<file path="src/rtl/alu_arbiter_pkg.sv">
// alu_arbiter_pkg: op codes, error result and output state encoding
package alu_arbiter_pkg;
  localparam logic [3:0] OP_AND = 4'b0000;
  localparam logic [3:0] OP_OR  = 4'b0001;
  localparam logic [3:0] OP_ADD = 4'b0010;
  localparam logic [3:0] OP_SUB = 4'b0110;
  localparam int MAX_W = 64;
  localparam logic [MAX_W-1:0] ERR_RESULT = '1;
  typedef enum logic {ST_EMPTY = 1'b0, ST_FULL = 1'b1} state_e;
endpackage

</file>
<file path="src/rtl/alu_arbiter_if.sv">
// alu_arbiter_if: two requester channels plus the result channel
interface alu_arbiter_if #(parameter int DATA_W = 32);
  logic              req0_valid, req0_ready;
  logic [DATA_W-1:0] req0_a, req0_b;
  logic [3:0]        req0_op;
  logic              req1_valid, req1_ready;
  logic [DATA_W-1:0] req1_a, req1_b;
  logic [3:0]        req1_op;
  logic              out_valid, out_ready;
  logic [DATA_W-1:0] out_result;
  logic              out_zero, out_src, out_err;
  logic [15:0]       op_count;
  modport master (
    output req0_valid, req0_a, req0_b, req0_op,
    output req1_valid, req1_a, req1_b, req1_op, out_ready,
    input  req0_ready, req1_ready, out_valid, out_result, out_zero, out_src, out_err, op_count
  );
  modport slave (
    input  req0_valid, req0_a, req0_b, req0_op,
    input  req1_valid, req1_a, req1_b, req1_op, out_ready,
    output req0_ready, req1_ready, out_valid, out_result, out_zero, out_src, out_err, op_count
  );
endinterface

</file>
<file path="src/rtl/alu_arbiter_alu_core.sv">
// alu_core: combinational ALU, unknown op codes yield all ones with err set
module alu_core
  import alu_arbiter_pkg::*;
#(
  parameter int DATA_W = 32
) (
  input  logic [3:0]        op_i,
  input  logic [DATA_W-1:0] a_i,
  input  logic [DATA_W-1:0] b_i,
  output logic [DATA_W-1:0] result_o,
  output logic              err_o
);
  // Decode the op code; the default path keeps the error pattern
  always_comb begin
    err_o    = 1'b0;
    result_o = ERR_RESULT[DATA_W-1:0];
    case (op_i)
      OP_ADD:  result_o = a_i + b_i;
      OP_SUB:  result_o = a_i - b_i;
      OP_AND:  result_o = a_i & b_i;
      OP_OR:   result_o = a_i | b_i;
      default: err_o = 1'b1;
    endcase
  end
endmodule

</file>
<file path="src/rtl/alu_arbiter.sv">
// alu_arbiter: round-robin sharing of one ALU between two requesters with a one-deep result register
module alu_arbiter
  import alu_arbiter_pkg::*;
#(
  parameter int DATA_W = 32
) (
  input  logic         clk,
  input  logic         rst_n,
  alu_arbiter_if.slave bus
);
  state_e            state_q, state_d;
  logic              ptr_q, ptr_d, src_q, src_d, zero_q, zero_d, err_q, err_d;
  logic [DATA_W-1:0] result_q, result_d, op_a, op_b, alu_result;
  logic [15:0]       count_q, count_d;
  logic [3:0]        op;
  logic              grant, can_accept, accept, alu_err;
  assign can_accept = rst_n & ((state_q == ST_EMPTY) | bus.out_ready);
  assign grant = (bus.req0_valid & bus.req1_valid) ? ptr_q : bus.req1_valid;
  assign bus.req0_ready = can_accept & ~grant & bus.req0_valid;
  assign bus.req1_ready = can_accept & grant & bus.req1_valid;
  assign accept = bus.req0_ready | bus.req1_ready;
  assign op_a = grant ? bus.req1_a : bus.req0_a;
  assign op_b = grant ? bus.req1_b : bus.req0_b;
  assign op = grant ? bus.req1_op : bus.req0_op;
  alu_core #(.DATA_W(DATA_W)) u_alu (
    .op_i    (op),
    .a_i     (op_a),
    .b_i     (op_b),
    .result_o(alu_result),
    .err_o   (alu_err)
  );
  // Next state: accept fills, an unrefilled drain empties, a stalled result holds
  always_comb begin
    state_d  = accept ? ST_FULL : ((state_q == ST_FULL) & ~bus.out_ready) ? ST_FULL : ST_EMPTY;
    ptr_d    = accept ? ~grant : ptr_q;
    result_d = accept ? alu_result : result_q;
    zero_d   = accept ? (alu_result == '0) : zero_q;
    src_d    = accept ? grant : src_q;
    err_d    = accept ? alu_err : err_q;
    count_d  = count_q + 16'((state_q == ST_FULL) & bus.out_ready);
  end
  // State, pointer, result register and delivery counter
  always_ff @(posedge clk) begin
    if (!rst_n) begin
      state_q  <= ST_EMPTY;
      ptr_q    <= 1'b0;
      result_q <= '0;
      zero_q   <= 1'b0;
      src_q    <= 1'b0;
      err_q    <= 1'b0;
      count_q  <= '0;
    end else begin
      state_q  <= state_d;
      ptr_q    <= ptr_d;
      result_q <= result_d;
      zero_q   <= zero_d;
      src_q    <= src_d;
      err_q    <= err_d;
      count_q  <= count_d;
    end
  end
  assign bus.out_valid  = state_q == ST_FULL;
  assign bus.out_result = result_q;
  assign bus.out_zero   = zero_q;
  assign bus.out_src    = src_q;
  assign bus.out_err    = err_q;
  assign bus.op_count   = count_q;
endmodule

</file>
<file path="src/flat_wrapper.sv">
// flat-port wrapper written by rule: the top's interface ports become plain ports
module alu_arbiter_flat import alu_arbiter_pkg::*;
#(
  parameter int DATA_W = 32
)
  (clk, rst_n, bus_req0_valid, bus_req0_a, bus_req0_b, bus_req0_op, bus_req1_valid, bus_req1_a, bus_req1_b, bus_req1_op, bus_out_ready, bus_req0_ready, bus_req1_ready, bus_out_valid, bus_out_result, bus_out_zero, bus_out_src, bus_out_err, bus_op_count);
  alu_arbiter_if #(.DATA_W(DATA_W)) bus_i ();
  input  logic clk;
  input  logic rst_n;
  input wire logic [$bits(bus_i.req0_valid)-1:0] bus_req0_valid;
  input wire logic [$bits(bus_i.req0_a)-1:0] bus_req0_a;
  input wire logic [$bits(bus_i.req0_b)-1:0] bus_req0_b;
  input wire logic [$bits(bus_i.req0_op)-1:0] bus_req0_op;
  input wire logic [$bits(bus_i.req1_valid)-1:0] bus_req1_valid;
  input wire logic [$bits(bus_i.req1_a)-1:0] bus_req1_a;
  input wire logic [$bits(bus_i.req1_b)-1:0] bus_req1_b;
  input wire logic [$bits(bus_i.req1_op)-1:0] bus_req1_op;
  input wire logic [$bits(bus_i.out_ready)-1:0] bus_out_ready;
  output wire logic [$bits(bus_i.req0_ready)-1:0] bus_req0_ready;
  output wire logic [$bits(bus_i.req1_ready)-1:0] bus_req1_ready;
  output wire logic [$bits(bus_i.out_valid)-1:0] bus_out_valid;
  output wire logic [$bits(bus_i.out_result)-1:0] bus_out_result;
  output wire logic [$bits(bus_i.out_zero)-1:0] bus_out_zero;
  output wire logic [$bits(bus_i.out_src)-1:0] bus_out_src;
  output wire logic [$bits(bus_i.out_err)-1:0] bus_out_err;
  output wire logic [$bits(bus_i.op_count)-1:0] bus_op_count;
  assign bus_i.req0_valid = bus_req0_valid;
  assign bus_i.req0_a = bus_req0_a;
  assign bus_i.req0_b = bus_req0_b;
  assign bus_i.req0_op = bus_req0_op;
  assign bus_i.req1_valid = bus_req1_valid;
  assign bus_i.req1_a = bus_req1_a;
  assign bus_i.req1_b = bus_req1_b;
  assign bus_i.req1_op = bus_req1_op;
  assign bus_i.out_ready = bus_out_ready;
  assign bus_req0_ready = bus_i.req0_ready;
  assign bus_req1_ready = bus_i.req1_ready;
  assign bus_out_valid = bus_i.out_valid;
  assign bus_out_result = bus_i.out_result;
  assign bus_out_zero = bus_i.out_zero;
  assign bus_out_src = bus_i.out_src;
  assign bus_out_err = bus_i.out_err;
  assign bus_op_count = bus_i.op_count;
  alu_arbiter #(.DATA_W(DATA_W)) u_core (.clk(clk), .rst_n(rst_n), .bus(bus_i));
endmodule
</file>
<file path="config.mk">
export PLATFORM = sky130hd
export DESIGN_NAME = alu_arbiter_flat
export DESIGN_NICKNAME = d
export VERILOG_FILES = /design/src/rtl/alu_arbiter_pkg.sv /design/src/rtl/alu_arbiter_if.sv /design/src/rtl/alu_arbiter_alu_core.sv /design/src/rtl/alu_arbiter.sv /design/src/flat_wrapper.sv
export SDC_FILE = /design/constraint.sdc
export NUM_CORES = 1
export LEC_CHECK = 0
export ABC_AREA = 1
export BUFFER_PORTS_ARGS = -buffer_cell sky130_fd_sc_hd__clkbuf_2
export CAP_MARGIN = 5
export CORE_UTILIZATION = 45
export CTS_CLUSTER_SIZE = 28
export DETAILED_ROUTE_END_ITERATION = 10
export HOLD_SLACK_MARGIN = 0.06
export PLACE_DENSITY_LB_ADDON = 0.1
export SLEW_MARGIN = 30
export SYNTH_ARGS = -nofsm -noshare
export SYNTH_HDL_FRONTEND = slang
export SYNTH_SLANG_ARGS = --single-unit
</file>
<file path="constraint.sdc">
create_clock -name clk -period 6.1 [get_ports clk]
set_input_delay 1.22 -clock clk [delete_from_list [all_inputs] [get_ports clk]]
set_output_delay 1.22 -clock clk [all_outputs]
set_load 0.02 [all_outputs]
</file>
==> results.tsv <==
metric	value	unit
status	complete, no violations	
crit_top_cell	nand2_1	
wl_per_cell	15.6	µm
ys_types	46	
clkLatencyLatePin	0.31	ns
arrival	5.84	ns
leakage	4.63	nW
area_growth	17.2	%
hold_viol	0	
first_pass_iters	5	
track_usage	31.9	%
wirelength	25.8	mm
min_path_cells	2	
nNetsFinal	1622	
powerDensity	199	nW/µm²
grt_max_degree	47	
port_buffers	194	
drive_gt1_share	17.9	%
slew_violations	0	
initial_utilization	46.3	%
worstHoldStart	u_core.bus.out_zero	
place_congestion	1.00	
hold_class	reg2reg	
post_cts_buffers	0	
cp_slowest_cell	ha_1	
post-dp-hpwl	21.5	mm
critPathLaunch	bus_req1_valid	
cts_tree	yes	
cp.required	6.33	ns
worstSetupPathType	in2reg	
path_clk_slew	0.07	ns
avgViaCountPerCell	5.29	
r2r_start	u_core.ptr_q	
clock_path_buffers	2	
die_width	127	µm
reg2regPathDepth	30	
die-area	16200	µm²
period_share	92.1	%
synth_edf_count	0	
grt_overflow_total	0	
setup_viol	0	
design.portCount	195	
startpoint_type	primary input	
skew	0.00878	ns
synth_area	7070	µm²
ys_warn_count	0	
diodes	0	
cts.htree.levels	2	
worstMarginPinSlew	0.852	ns
async_reset_ff_share	0	%
clock.fmax	178	MHz
first_global_vias	7843	
synthCells	1275	
synth-main-ff-cell	dfxtp_1	
slew_headroom	42.6	%
rsz0062_at_grt	no	
fillCellCount	1688	
drc_errors	0	
core.rowCount	45	
fp.dieH	127	µm
synth-seq-area-share	15.0	%
numCtsBuffers	5	
drt_iter0_markers	882	
final_cell_area	8280	µm²
syn_nets	1449	
max_stage_delay	0.41	ns
core	15300	µm²
peakVddDrop	0.120	mV
grt_pass1_wl	40.4	mm
vias	8786	
synth_seq_cells	53	
clock-sinks	53	
ant_nets	0	
avgSynthCellArea	5.54	µm²
root_buffer	clkbuf_16	
crit_path_end_kind	register	
setup_tns	0	ns
dpl-instance-area	8140	µm²
min_period	5.62	ns
antenna_found_initial	0	
crit_path_max_fanout	30	
cap_violations	0	
==> logic make-up (layout without fill, tap and decap cells) <==
kind of cell / after synthesis / after routing / share of synthesized area, %
AOI/OAI and AO/OA: 217 / 217 / 17.2
xor gates and xnor gates: 32 / 32 / 3.97
adders and majority gates: 33 / 33 / 5.95
buffers and inverters: 215 / 389 / 12.9
DFF: 53 / 53 / 15.0
muxes: 1 / 1 / 0.142
and+or+nand+nor: 724 / 724 / 44.8
==> where the power goes <==
group	switching, mW	internal (mW)	leakage (nW)
registers	0.0144	0.372	0.436
clock network	0.140	0.153	0.0702
logic	0.656	0.313	4.13
total	0.810	0.838	4.63
==> cell type report <==
class	count	area, µm²	share of cell area [%]
tap	211	264	3.19
clock inverter	3	21.3	0.257
timing repair buffer	204	1050	12.6
multi-input combinational	1007	5100	61.6
inverter	177	664	8.02
clock buffer	5	125	1.51
sequential	53	1060	12.8
==> cells in the mapped netlist, types with 3 or more instances <==
cell type | instances | share of area [%]
nand2_1 | 380 | 20
inv_1 | 170 | 9.0
nor2_1 | 140 | 7.4
nand3_1 | 100 | 7.1
o21ai_0 | 91 | 6.4
a21oi_1 | 64 | 4.5
dfxtp_1 | 53 | 15
ha_1 | 32 | 5.7
xor2_1 | 30 | 3.7
nor3_1 | 23 | 1.6
o21bai_1 | 23 | 2.4
clkbuf_1 | 18 | 0.96
nand3b_1 | 15 | 1.6
nand4_1 | 13 | 1.2
or2_2 | 13 | 1.2
buf_6 | 12 | 1.9
nand2_2 | 10 | 0.89
o21ai_1 | 10 | 0.71
o211ai_1 | 9 | 0.96
a31oi_1 | 6 | 0.53
and3_1 | 6 | 0.53
buf_2 | 6 | 0.43
inv_2 | 5 | 0.27
nor4_1 | 5 | 0.44
a21o_1 | 4 | 0.43
nand3_2 | 4 | 0.57
nor2_2 | 4 | 0.35
nor2_4 | 4 | 0.64
nand2_4 | 3 | 0.48
==> layout by cell type, fill, tap and decap left out, types with 6 or more instances in the layout <==
cell	netlist	routed
a21oi_1	64	64
a31oi_1	6	6
and3_1	6	6
buf_4	2	10
clkbuf_2	0	193
dfxtp_1	53	53
ha_1	32	32
inv_1	170	170
nand2_1	380	380
nand2_2	10	10
nand3_1	100	100
nand3b_1	15	15
nand4_1	13	13
nor2_1	140	140
nor3_1	23	23
o211ai_1	9	9
o21ai_0	91	91
o21ai_1	10	10
o21bai_1	23	23
or2_2	13	13
xor2_1	30	30
==> per-stage QoR <==
| stage | utilization, % | total power, mW | instances | setup WS (ns) | hold slack [ns] |
|---|---|---|---|---|---|
| after floorplan | - | 1.06 | 1275 | 1.56 | 0.469 |
| after global placement | 53.3 | 1.34 | 1652 | 0.228 | 0.483 |
| after detailed placement | 53.3 | 1.34 | 1652 | 0.230 | 0.479 |
| after CTS | 54.3 | 1.63 | 1660 | 0.540 | 0.490 |
| after global routing | 54.3 | 1.77 | 1660 | 0.0437 | 0.500 |
| final | 54.3 | 1.65 | 1660 | 0.484 | 0.495 |
==> metal layers <==
metal  track usage (%)  share of wire [%]
met1              45.8                 46
met2              49.2                 42
met3              5.90                9.6
met4              6.58                1.6
met5                 0                  0
==> path summary, 6_finish.rpt <==
path / endpoint / slack, ns
worst max-delay path: u_core.bus.out_zero / 0.48
worst min-delay path: u_core.bus.out_zero / 0.50
worst max register to register: u_core.bus.out_zero / 1.31
worst min register to register: u_core.bus.out_zero / 0.50
==> critical path: cells and delay by family <==
kind,cells,cell delay (ns)
and+or+nand+nor,22,3.07
buffers and inverters,2,0.61
AOI/OAI and AO/OA,3,0.41
adders and majority gates,1,0.41
xor gates and xnor gates,1,0.10
==> flip-flops by register name (all words and copies together), names as in the netlist <==
signal / count
u_core.ptr_q: 1
u_core.bus.op_count: 16
u_core.bus.out_valid: 1
u_core.bus.out_zero: 1
u_core.bus.out_result: 32
u_core.bus.out_src: 1
u_core.bus.out_err: 1
==> timing repair <==
| item | CTS | global route |
|---|---|---|
| setup endpoints to repair | 0 | 1 |
| gates resized for setup | 0 | 1 |
| endpoints found under the hold margin | 0 | 0 |
| hold buffers | 0 | 0 |
Note: power is estimated with default switching activity, not from simulation.
